===== config.mk =====
export PLATFORM = sky130hd
export DESIGN_NAME = text2d_window_reader
export DESIGN_NICKNAME = d
export VERILOG_FILES = /design/src/rtl/text2d_window_reader.sv
export SDC_FILE = /design/constraint.sdc
export NUM_CORES = 1
export LEC_CHECK = 0
export CELL_PAD_IN_SITES_DETAIL_PLACEMENT = 0
export CELL_PAD_IN_SITES_GLOBAL_PLACEMENT = 1
export CORE_MARGIN = 4
export CORE_UTILIZATION = 37
export CTS_CLUSTER_DIAMETER = 150
export DETAILED_ROUTE_END_ITERATION = 8
export PLACE_DENSITY_LB_ADDON = 0.15
export SLEW_MARGIN = 30
export SYNTH_ARGS = -nofsm -noshare
export SYNTH_HDL_FRONTEND = slang
export SYNTH_SLANG_ARGS = --single-unit

===== constraint.sdc =====
create_clock -name clk_i -period 3.1 [get_ports clk_i]
set_clock_uncertainty 0.2 [all_clocks]
set_input_delay 0.31 -clock clk_i [delete_from_list [all_inputs] [get_ports clk_i]]
set_output_delay 0.31 -clock clk_i [all_outputs]
set_load 0.02 [all_outputs]

===== src/rtl/text2d_window_reader.sv =====
// text2d_window_reader
// Scans a 2D window (origin, size, stride) in raster order against a
// row-major frame memory with 1-cycle read latency. Out-of-frame elements
// become either a constant pad token or a clamped edge read. Results stream
// out through a 2-entry FIFO on a valid/ready handshake.
module text2d_window_reader #(
  parameter int BITDEPTH = 8,
  parameter int CHANNELS = 1,
  parameter int FRAME_W  = 64,
  parameter int FRAME_H  = 64,
  parameter int MAX_WIN  = 16,
  parameter int EW       = BITDEPTH * CHANNELS,
  parameter int ADDR_W   = $clog2(FRAME_W * FRAME_H),
  parameter int SW       = $clog2(MAX_WIN + 1)
) (
  input  logic              clk_i,
  input  logic              rst_i,
  input  logic              cmd_valid_i,
  output logic              cmd_ready_o,
  input  logic [15:0]       cmd_x_i,
  input  logic [15:0]       cmd_y_i,
  input  logic [SW-1:0]     cmd_w_i,
  input  logic [SW-1:0]     cmd_h_i,
  input  logic [7:0]        cmd_sx_i,
  input  logic [7:0]        cmd_sy_i,
  input  logic              cmd_pad_mode_i,
  input  logic [EW-1:0]     cmd_pad_value_i,
  output logic              mem_re_o,
  output logic [ADDR_W-1:0] mem_addr_o,
  input  logic [EW-1:0]     mem_rdata_i,
  output logic              out_valid_o,
  input  logic              out_ready_i,
  output logic [EW-1:0]     out_data_o,
  output logic              out_eol_o,
  output logic              out_last_o,
  output logic              busy_o,
  output logic              done_o
);

  // Coordinates are 18-bit signed: 16-bit origin plus 15*255 never wraps.
  localparam int CW = 18;
  localparam logic signed [CW-1:0] FW_S   = CW'(FRAME_W);
  localparam logic signed [CW-1:0] FH_S   = CW'(FRAME_H);
  localparam logic [ADDR_W-1:0]    FW_A   = ADDR_W'(FRAME_W);
  localparam logic [ADDR_W-1:0]    XMAX_A = ADDR_W'(FRAME_W - 1);
  localparam logic [ADDR_W-1:0]    YMAX_A = ADDR_W'(FRAME_H - 1);
  localparam logic [SW-1:0]        ONE_W  = SW'(1);

  typedef enum logic [1:0] {S_IDLE = 2'd0, S_SCAN = 2'd1, S_DRAIN = 2'd2} state_e;

  state_e                 state_q, state_d;
  logic signed [CW-1:0]   x0_q, x0_d, cur_x_q, cur_x_d, cur_y_q, cur_y_d;
  logic [SW-1:0]          w_q, w_d, h_q, h_d, i_q, i_d, j_q, j_d;
  logic [7:0]             sx_q, sx_d, sy_q, sy_d;
  logic                   pad_mode_q, pad_mode_d;
  logic [EW-1:0]          pad_value_q, pad_value_d;
  logic                   slot_valid_q, slot_valid_d, slot_pad_q, slot_pad_d;
  logic                   slot_eol_q, slot_eol_d, slot_last_q, slot_last_d;
  logic [1:0]             fifo_cnt_q, fifo_cnt_d;
  logic [EW-1:0]          fifo_data_q [2];
  logic [EW-1:0]          fifo_data_d [2];
  logic                   fifo_eol_q [2];
  logic                   fifo_eol_d [2];
  logic                   fifo_last_q [2];
  logic                   fifo_last_d [2];
  logic                   done_q, done_d;

  logic                   accept_s, pop_s, issue_s, room_s, in_frame_s, pad_elem_s;
  logic                   row_end_s, last_elem_s;
  logic [2:0]             occ_s;
  logic [ADDR_W-1:0]      cx_s, cy_s, addr_s;
  logic [EW-1:0]          push_data_s;

  assign cmd_ready_o = (state_q == S_IDLE) && !rst_i;
  assign busy_o      = (state_q != S_IDLE);
  assign done_o      = done_q;
  assign out_valid_o = (fifo_cnt_q != 2'd0);
  assign out_data_o  = fifo_data_q[0];
  assign out_eol_o   = fifo_eol_q[0];
  assign out_last_o  = fifo_last_q[0];

  assign accept_s    = cmd_valid_i && cmd_ready_o;
  assign pop_s       = out_valid_o && out_ready_i;
  assign occ_s       = {1'b0, fifo_cnt_q} + {2'b00, slot_valid_q};
  assign room_s      = (occ_s < 3'd2);
  assign issue_s     = (state_q == S_SCAN) && (room_s || pop_s);
  assign in_frame_s  = !cur_x_q[CW-1] && (cur_x_q < FW_S) && !cur_y_q[CW-1] && (cur_y_q < FH_S);
  assign pad_elem_s  = !in_frame_s && !pad_mode_q;
  assign row_end_s   = (i_q == (w_q - ONE_W));
  assign last_elem_s = row_end_s && (j_q == (h_q - ONE_W));
  assign addr_s      = cy_s * FW_A + cx_s;
  assign mem_re_o    = issue_s && !pad_elem_s;
  assign mem_addr_o  = mem_re_o ? addr_s : {ADDR_W{1'b0}};
  assign push_data_s = slot_pad_q ? pad_value_q : mem_rdata_i;

  // Clamp the current coordinate into the frame (identity when in-frame).
  always_comb begin
    if (cur_x_q[CW-1]) begin
      cx_s = {ADDR_W{1'b0}};
    end else if (cur_x_q >= FW_S) begin
      cx_s = XMAX_A;
    end else begin
      cx_s = cur_x_q[ADDR_W-1:0];
    end
    if (cur_y_q[CW-1]) begin
      cy_s = {ADDR_W{1'b0}};
    end else if (cur_y_q >= FH_S) begin
      cy_s = YMAX_A;
    end else begin
      cy_s = cur_y_q[ADDR_W-1:0];
    end
  end

  // Next-state for command latch, raster scan, in-flight slot and done pulse.
  always_comb begin
    state_d     = state_q;
    x0_d        = x0_q;
    cur_x_d     = cur_x_q;
    cur_y_d     = cur_y_q;
    w_d         = w_q;
    h_d         = h_q;
    i_d         = i_q;
    j_d         = j_q;
    sx_d        = sx_q;
    sy_d        = sy_q;
    pad_mode_d  = pad_mode_q;
    pad_value_d = pad_value_q;
    slot_valid_d = 1'b0;
    slot_pad_d  = slot_pad_q;
    slot_eol_d  = slot_eol_q;
    slot_last_d = slot_last_q;
    done_d      = 1'b0;
    case (state_q)
      S_IDLE: begin
        if (accept_s) begin
          x0_d        = {{(CW-16){cmd_x_i[15]}}, cmd_x_i};
          cur_x_d     = {{(CW-16){cmd_x_i[15]}}, cmd_x_i};
          cur_y_d     = {{(CW-16){cmd_y_i[15]}}, cmd_y_i};
          w_d         = cmd_w_i;
          h_d         = cmd_h_i;
          i_d         = {SW{1'b0}};
          j_d         = {SW{1'b0}};
          sx_d        = (cmd_sx_i == 8'd0) ? 8'd1 : cmd_sx_i;
          sy_d        = (cmd_sy_i == 8'd0) ? 8'd1 : cmd_sy_i;
          pad_mode_d  = cmd_pad_mode_i;
          pad_value_d = cmd_pad_value_i;
          if ((cmd_w_i != {SW{1'b0}}) && (cmd_h_i != {SW{1'b0}})) begin
            state_d = S_SCAN;
          end else begin
            done_d = 1'b1;
          end
        end else begin
          state_d = S_IDLE;
        end
      end
      S_SCAN: begin
        if (issue_s) begin
          slot_valid_d = 1'b1;
          slot_pad_d   = pad_elem_s;
          slot_eol_d   = row_end_s;
          slot_last_d  = last_elem_s;
          if (row_end_s) begin
            i_d     = {SW{1'b0}};
            j_d     = j_q + ONE_W;
            cur_x_d = x0_q;
            cur_y_d = cur_y_q + {{(CW-8){1'b0}}, sy_q};
          end else begin
            i_d     = i_q + ONE_W;
            cur_x_d = cur_x_q + {{(CW-8){1'b0}}, sx_q};
          end
          if (last_elem_s) begin
            state_d = S_DRAIN;
          end else begin
            state_d = S_SCAN;
          end
        end else begin
          state_d = S_SCAN;
        end
      end
      S_DRAIN: begin
        if (pop_s && out_last_o) begin
          state_d = S_IDLE;
          done_d  = 1'b1;
        end else begin
          state_d = S_DRAIN;
        end
      end
      default: begin
        state_d = S_IDLE;
      end
    endcase
  end

  // Shift-style output FIFO: head always in entry 0 so outputs come from flops.
  always_comb begin
    fifo_cnt_d  = fifo_cnt_q;
    fifo_data_d = fifo_data_q;
    fifo_eol_d  = fifo_eol_q;
    fifo_last_d = fifo_last_q;
    case ({pop_s, slot_valid_q})
      2'b11: begin
        if (fifo_cnt_q == 2'd2) begin
          fifo_data_d[0] = fifo_data_q[1];
          fifo_eol_d[0]  = fifo_eol_q[1];
          fifo_last_d[0] = fifo_last_q[1];
          fifo_data_d[1] = push_data_s;
          fifo_eol_d[1]  = slot_eol_q;
          fifo_last_d[1] = slot_last_q;
        end else begin
          fifo_data_d[0] = push_data_s;
          fifo_eol_d[0]  = slot_eol_q;
          fifo_last_d[0] = slot_last_q;
        end
      end
      2'b10: begin
        fifo_data_d[0] = fifo_data_q[1];
        fifo_eol_d[0]  = fifo_eol_q[1];
        fifo_last_d[0] = fifo_last_q[1];
        fifo_cnt_d     = fifo_cnt_q - 2'd1;
      end
      2'b01: begin
        if (fifo_cnt_q == 2'd0) begin
          fifo_data_d[0] = push_data_s;
          fifo_eol_d[0]  = slot_eol_q;
          fifo_last_d[0] = slot_last_q;
        end else begin
          fifo_data_d[1] = push_data_s;
          fifo_eol_d[1]  = slot_eol_q;
          fifo_last_d[1] = slot_last_q;
        end
        fifo_cnt_d = fifo_cnt_q + 2'd1;
      end
      default: begin
        fifo_cnt_d = fifo_cnt_q;
      end
    endcase
  end

  // State register with synchronous reset; a reset drops any in-flight read.
  always_ff @(posedge clk_i) begin
    if (rst_i) begin
      state_q        <= S_IDLE;
      x0_q           <= {CW{1'b0}};
      cur_x_q        <= {CW{1'b0}};
      cur_y_q        <= {CW{1'b0}};
      w_q            <= {SW{1'b0}};
      h_q            <= {SW{1'b0}};
      i_q            <= {SW{1'b0}};
      j_q            <= {SW{1'b0}};
      sx_q           <= 8'd1;
      sy_q           <= 8'd1;
      pad_mode_q     <= 1'b0;
      pad_value_q    <= {EW{1'b0}};
      slot_valid_q   <= 1'b0;
      slot_pad_q     <= 1'b0;
      slot_eol_q     <= 1'b0;
      slot_last_q    <= 1'b0;
      fifo_cnt_q     <= 2'd0;
      fifo_data_q[0] <= {EW{1'b0}};
      fifo_data_q[1] <= {EW{1'b0}};
      fifo_eol_q[0]  <= 1'b0;
      fifo_eol_q[1]  <= 1'b0;
      fifo_last_q[0] <= 1'b0;
      fifo_last_q[1] <= 1'b0;
      done_q         <= 1'b0;
    end else begin
      state_q        <= state_d;
      x0_q           <= x0_d;
      cur_x_q        <= cur_x_d;
      cur_y_q        <= cur_y_d;
      w_q            <= w_d;
      h_q            <= h_d;
      i_q            <= i_d;
      j_q            <= j_d;
      sx_q           <= sx_d;
      sy_q           <= sy_d;
      pad_mode_q     <= pad_mode_d;
      pad_value_q    <= pad_value_d;
      slot_valid_q   <= slot_valid_d;
      slot_pad_q     <= slot_pad_d;
      slot_eol_q     <= slot_eol_d;
      slot_last_q    <= slot_last_d;
      fifo_cnt_q     <= fifo_cnt_d;
      fifo_data_q    <= fifo_data_d;
      fifo_eol_q     <= fifo_eol_d;
      fifo_last_q    <= fifo_last_d;
      done_q         <= done_d;
    end
  end

endmodule


==> results_dict.tcl <==
set metrics [dict create \
    critPathArrivalTime_ps 3250 \
    num-nets-final 1158 \
    syn_area_per_cell_um2 7.98 \
    max_slew.worst_pin.slew_ps 604 \
    yosys_warnings 0 \
    drt_iter0_drc 496 \
    coreArea_mm2 0.0190 \
    hold_class "input pin to flop" \
    rr_endpoint "out_data_o[3]$_SDFFE_PP0P_" \
    viasPerCell 5.37 \
    setup_slack_ps -659 \
    io_pins 106 \
    start_util 0.382 \
    place_inst 1286 \
    antenna_found_initial 0 \
    p_leak_nw 3.82 \
    cts.clk_slew.worst_paths_ps 60 \
    h-tree-depth 4 \
    final_cell_mix "nand2_1 (131), dfxtp_1 (124), clkdlybuf4s50_1 (91)" \
    drive_above_1_share 0.154 \
    cts_tree "done" \
    synth-seq-cells 126 \
    synth_edf_count 0 \
    syn-cell-area_mm2 0.00726 \
    synth_area_leaders "dfxtp_1 (35%), nand2_1 (6.8%), o21ai_0 (5.9%)" \
    die_y_um 148 \
    maxSlewHeadroom 0.596 \
    clock_path_buffers 2 \
    areaGrowthSynthToFinish_pct 33.1 \
    worstSetupPathType "flop to output pin" \
    final_common_cell "nand2_1" \
    wl_per_cell_um 17.6 \
    die_area_mm2 0.0219 \
    finalPower_mw 5.76 \
    yosysSeqAreaShare 0.347 \
    cts-root-buf "clkbuf_16" \
    dpl.hpwl_um 16500 \
    final-setup-viol-count 5 \
    grt_max_degree 44 \
    fin_cells 1319 \
    cts_buffers 17 \
    synth_top_area_frac 0.347 \
    antenna_cells 0 \
    overflow 0 \
    cp-start-kind "flop" \
    gp_congestion 0.831 \
    antenna_left 0 \
    cp_max_fo 3 \
    routed_wl_um 23200 \
    fin_crit_sh 1.21 \
    dp_worst_setup_slack_ps -829 \
    synth_top_area_cell "dfxtp_1" \
    drv_cap 0 \
    drv_slew 0 \
    fmax_ghz 0.266 \
    syn_nets 1021 \
    hold_viol_final 0 \
    powerDensity_mw_per_mm2 596 \
    synthArstFlopShare 0 \
    row_count 50 \
    peakVddDrop_mv 0.479 \
    crit_path_cell_trace "nor4_4, nand3_2, nor2_2, ha_1, o21bai_4, nor2_4, nand2_2, inv_2, ha_4, a21o_1, a21oi_2, o21bai_1, a21oi_1, xnor3_1, nor2_4, buf_6" \
    reg2reg_from "fifo_cnt_q[0]$_SDFFE_PP0N_" \
    status "finished with violations" \
    ys_types 70 \
    hp-start "cmd_pad_value_i[2]" \
    min_period_ps 3760 \
    rrSetupSlack_ps 360 \
    vias 7088 \
    cpMaxStageDelayCell "dfxtp_1" \
    port_buffers 105 \
    grt_use_total 0.210 \
    grt_pass1_vias 6934 \
    cts.sink_count 126 \
    die_w_um 148 \
    reg2reg_depth 8 \
    dr.pass1.iters 5 \
    grt_first_pass_wirelength_um 36800 \
    ys.flop_type "dfxtp_1" \
    drc_errors 0 \
    max_stage_delay_ps 340 \
    synth_cells 910 \
    final_util 0.508 \
    insertion_delay_ps 420 \
    required_ps 2590 \
    hold_depth 3 \
    crit_path_end_kind "output pin" \
    critPathMostFrequentCell "nor2_4" \
    grt_setup_unrepaired "true" \
    violations "setup timing" \
    min_to "pad_value_q[2]$_SDFFE_PP0P_" \
]
-- per-stage QoR --
| step | TNS [ps] | hold slack, ps | cell area (um2) |
|---|---|---|---|
| floorplan | -393 | 218 | 7310 |
| global placement | -2630 | 234 | 8960 |
| detailed placement | -3070 | 243 | 8970 |
| CTS | -2650 | 237 | 9570 |
| global route | -3420 | 242 | 9670 |
| finish | -2390 | 249 | 9670 |
-- metal layers --
metal	GRT usage	share of wire	up-vias
met3	0.0533	0.061	15
met1	0.293	0.49	3314
met4	0.0448	0.0078	0
met5	0	0	-
met2	0.330	0.44	184
li1	-	-	3575
-- worst max-delay path by stage --
stage          slack (ps)                      from             end
3_3_place_gp         -740  cur_x_q[11]$_SDFFE_PP0P_  mem_addr_o[11]
2_1_floorplan        -210  cur_x_q[10]$_SDFFE_PP0P_  mem_addr_o[11]
4_1_cts              -720   cur_x_q[8]$_SDFFE_PP0P_  mem_addr_o[11]
5_1_grt              -820  cur_x_q[10]$_SDFFE_PP0P_  mem_addr_o[11]
3_5_place_dp         -830  cur_x_q[11]$_SDFFE_PP0P_  mem_addr_o[11]
6_report             -660  cur_x_q[10]$_SDFFE_PP0P_  mem_addr_o[11]
-- critical path, delay by kind of cell, from the launching register on --
kind                     cells  cell delay, ps
AO/OA/AOI/OAI                5             730
XOR/XNOR                     1             270
adder cells (fa/ha/maj)      2             430
buffers and inverters        2             190
flip-flops                   1             340
AND/OR/NAND/NOR              6             880
-- cells by family (layout without fill, tap and decap cells) --
| family | Yosys count | after routing | share of synthesized area |
|---|---|---|---|
| AO/OA/AOI/OAI | 295 | 295 | 0.268 |
| AND/OR/NAND/NOR | 311 | 311 | 0.195 |
| adder cells (fa/ha/maj) | 32 | 32 | 0.0582 |
| buffers and inverters | 88 | 237 | 0.0534 |
| multiplexers | 26 | 26 | 0.0374 |
| flip-flops | 126 | 126 | 0.347 |
| XOR/XNOR | 32 | 32 | 0.0405 |
-- layout make-up --
cell class	count	area, um2
Timing Repair Buffer	182	1650
Clock inverter	6	57.6
Tap cell	260	325
Sequential cell	126	2520
Inverter	24	90.1
Fill cell	1889	9350
Clock buffer	25	505
Multi-Input combinational cell	696	4510
-- power breakdown --
| group | total [mW] | internal, mW | switching [mW] |
|---|---|---|---|
| Combinational | 1.90 | 0.865 | 1.04 |
| Clock | 1.92 | 1.20 | 0.725 |
| Sequential | 1.93 | 1.79 | 0.144 |
-- cells in the mapped netlist (all sizes together) (17+ instances only) --
cell type  instances
o21ai             90
nor3              24
mux2i             17
nor2              75
clkbuf            32
ha                29
buf               32
nand2            133
a211oi            18
a21oi             59
nand3             17
inv               24
xnor2             19
dfxtp            126
-- registers in the layout, summed over array words and instances, names as in the netlist, 2 cells and up --
signal,flops
cur_x_q,18
cur_y_q,18
fifo_cnt_q,2
fifo_data_q,8
h_q,5
i_q,5
j_q,5
out_data_o,8
pad_value_q,8
state_q,2
sx_q,8
sy_q,8
w_q,5
x0_q,16
-- repair_timing --
item / CTS / global route
hold buffers: 1 / 0
setup buffers: 3 / 0
gates cloned: 0 / 0
setup endpoints to repair: 13 / 11
hold endpoints to repair: 1 / 0
resized for setup: 47 / 22
pin swaps: 15 / 10
(Power assumes the default switching activity.)
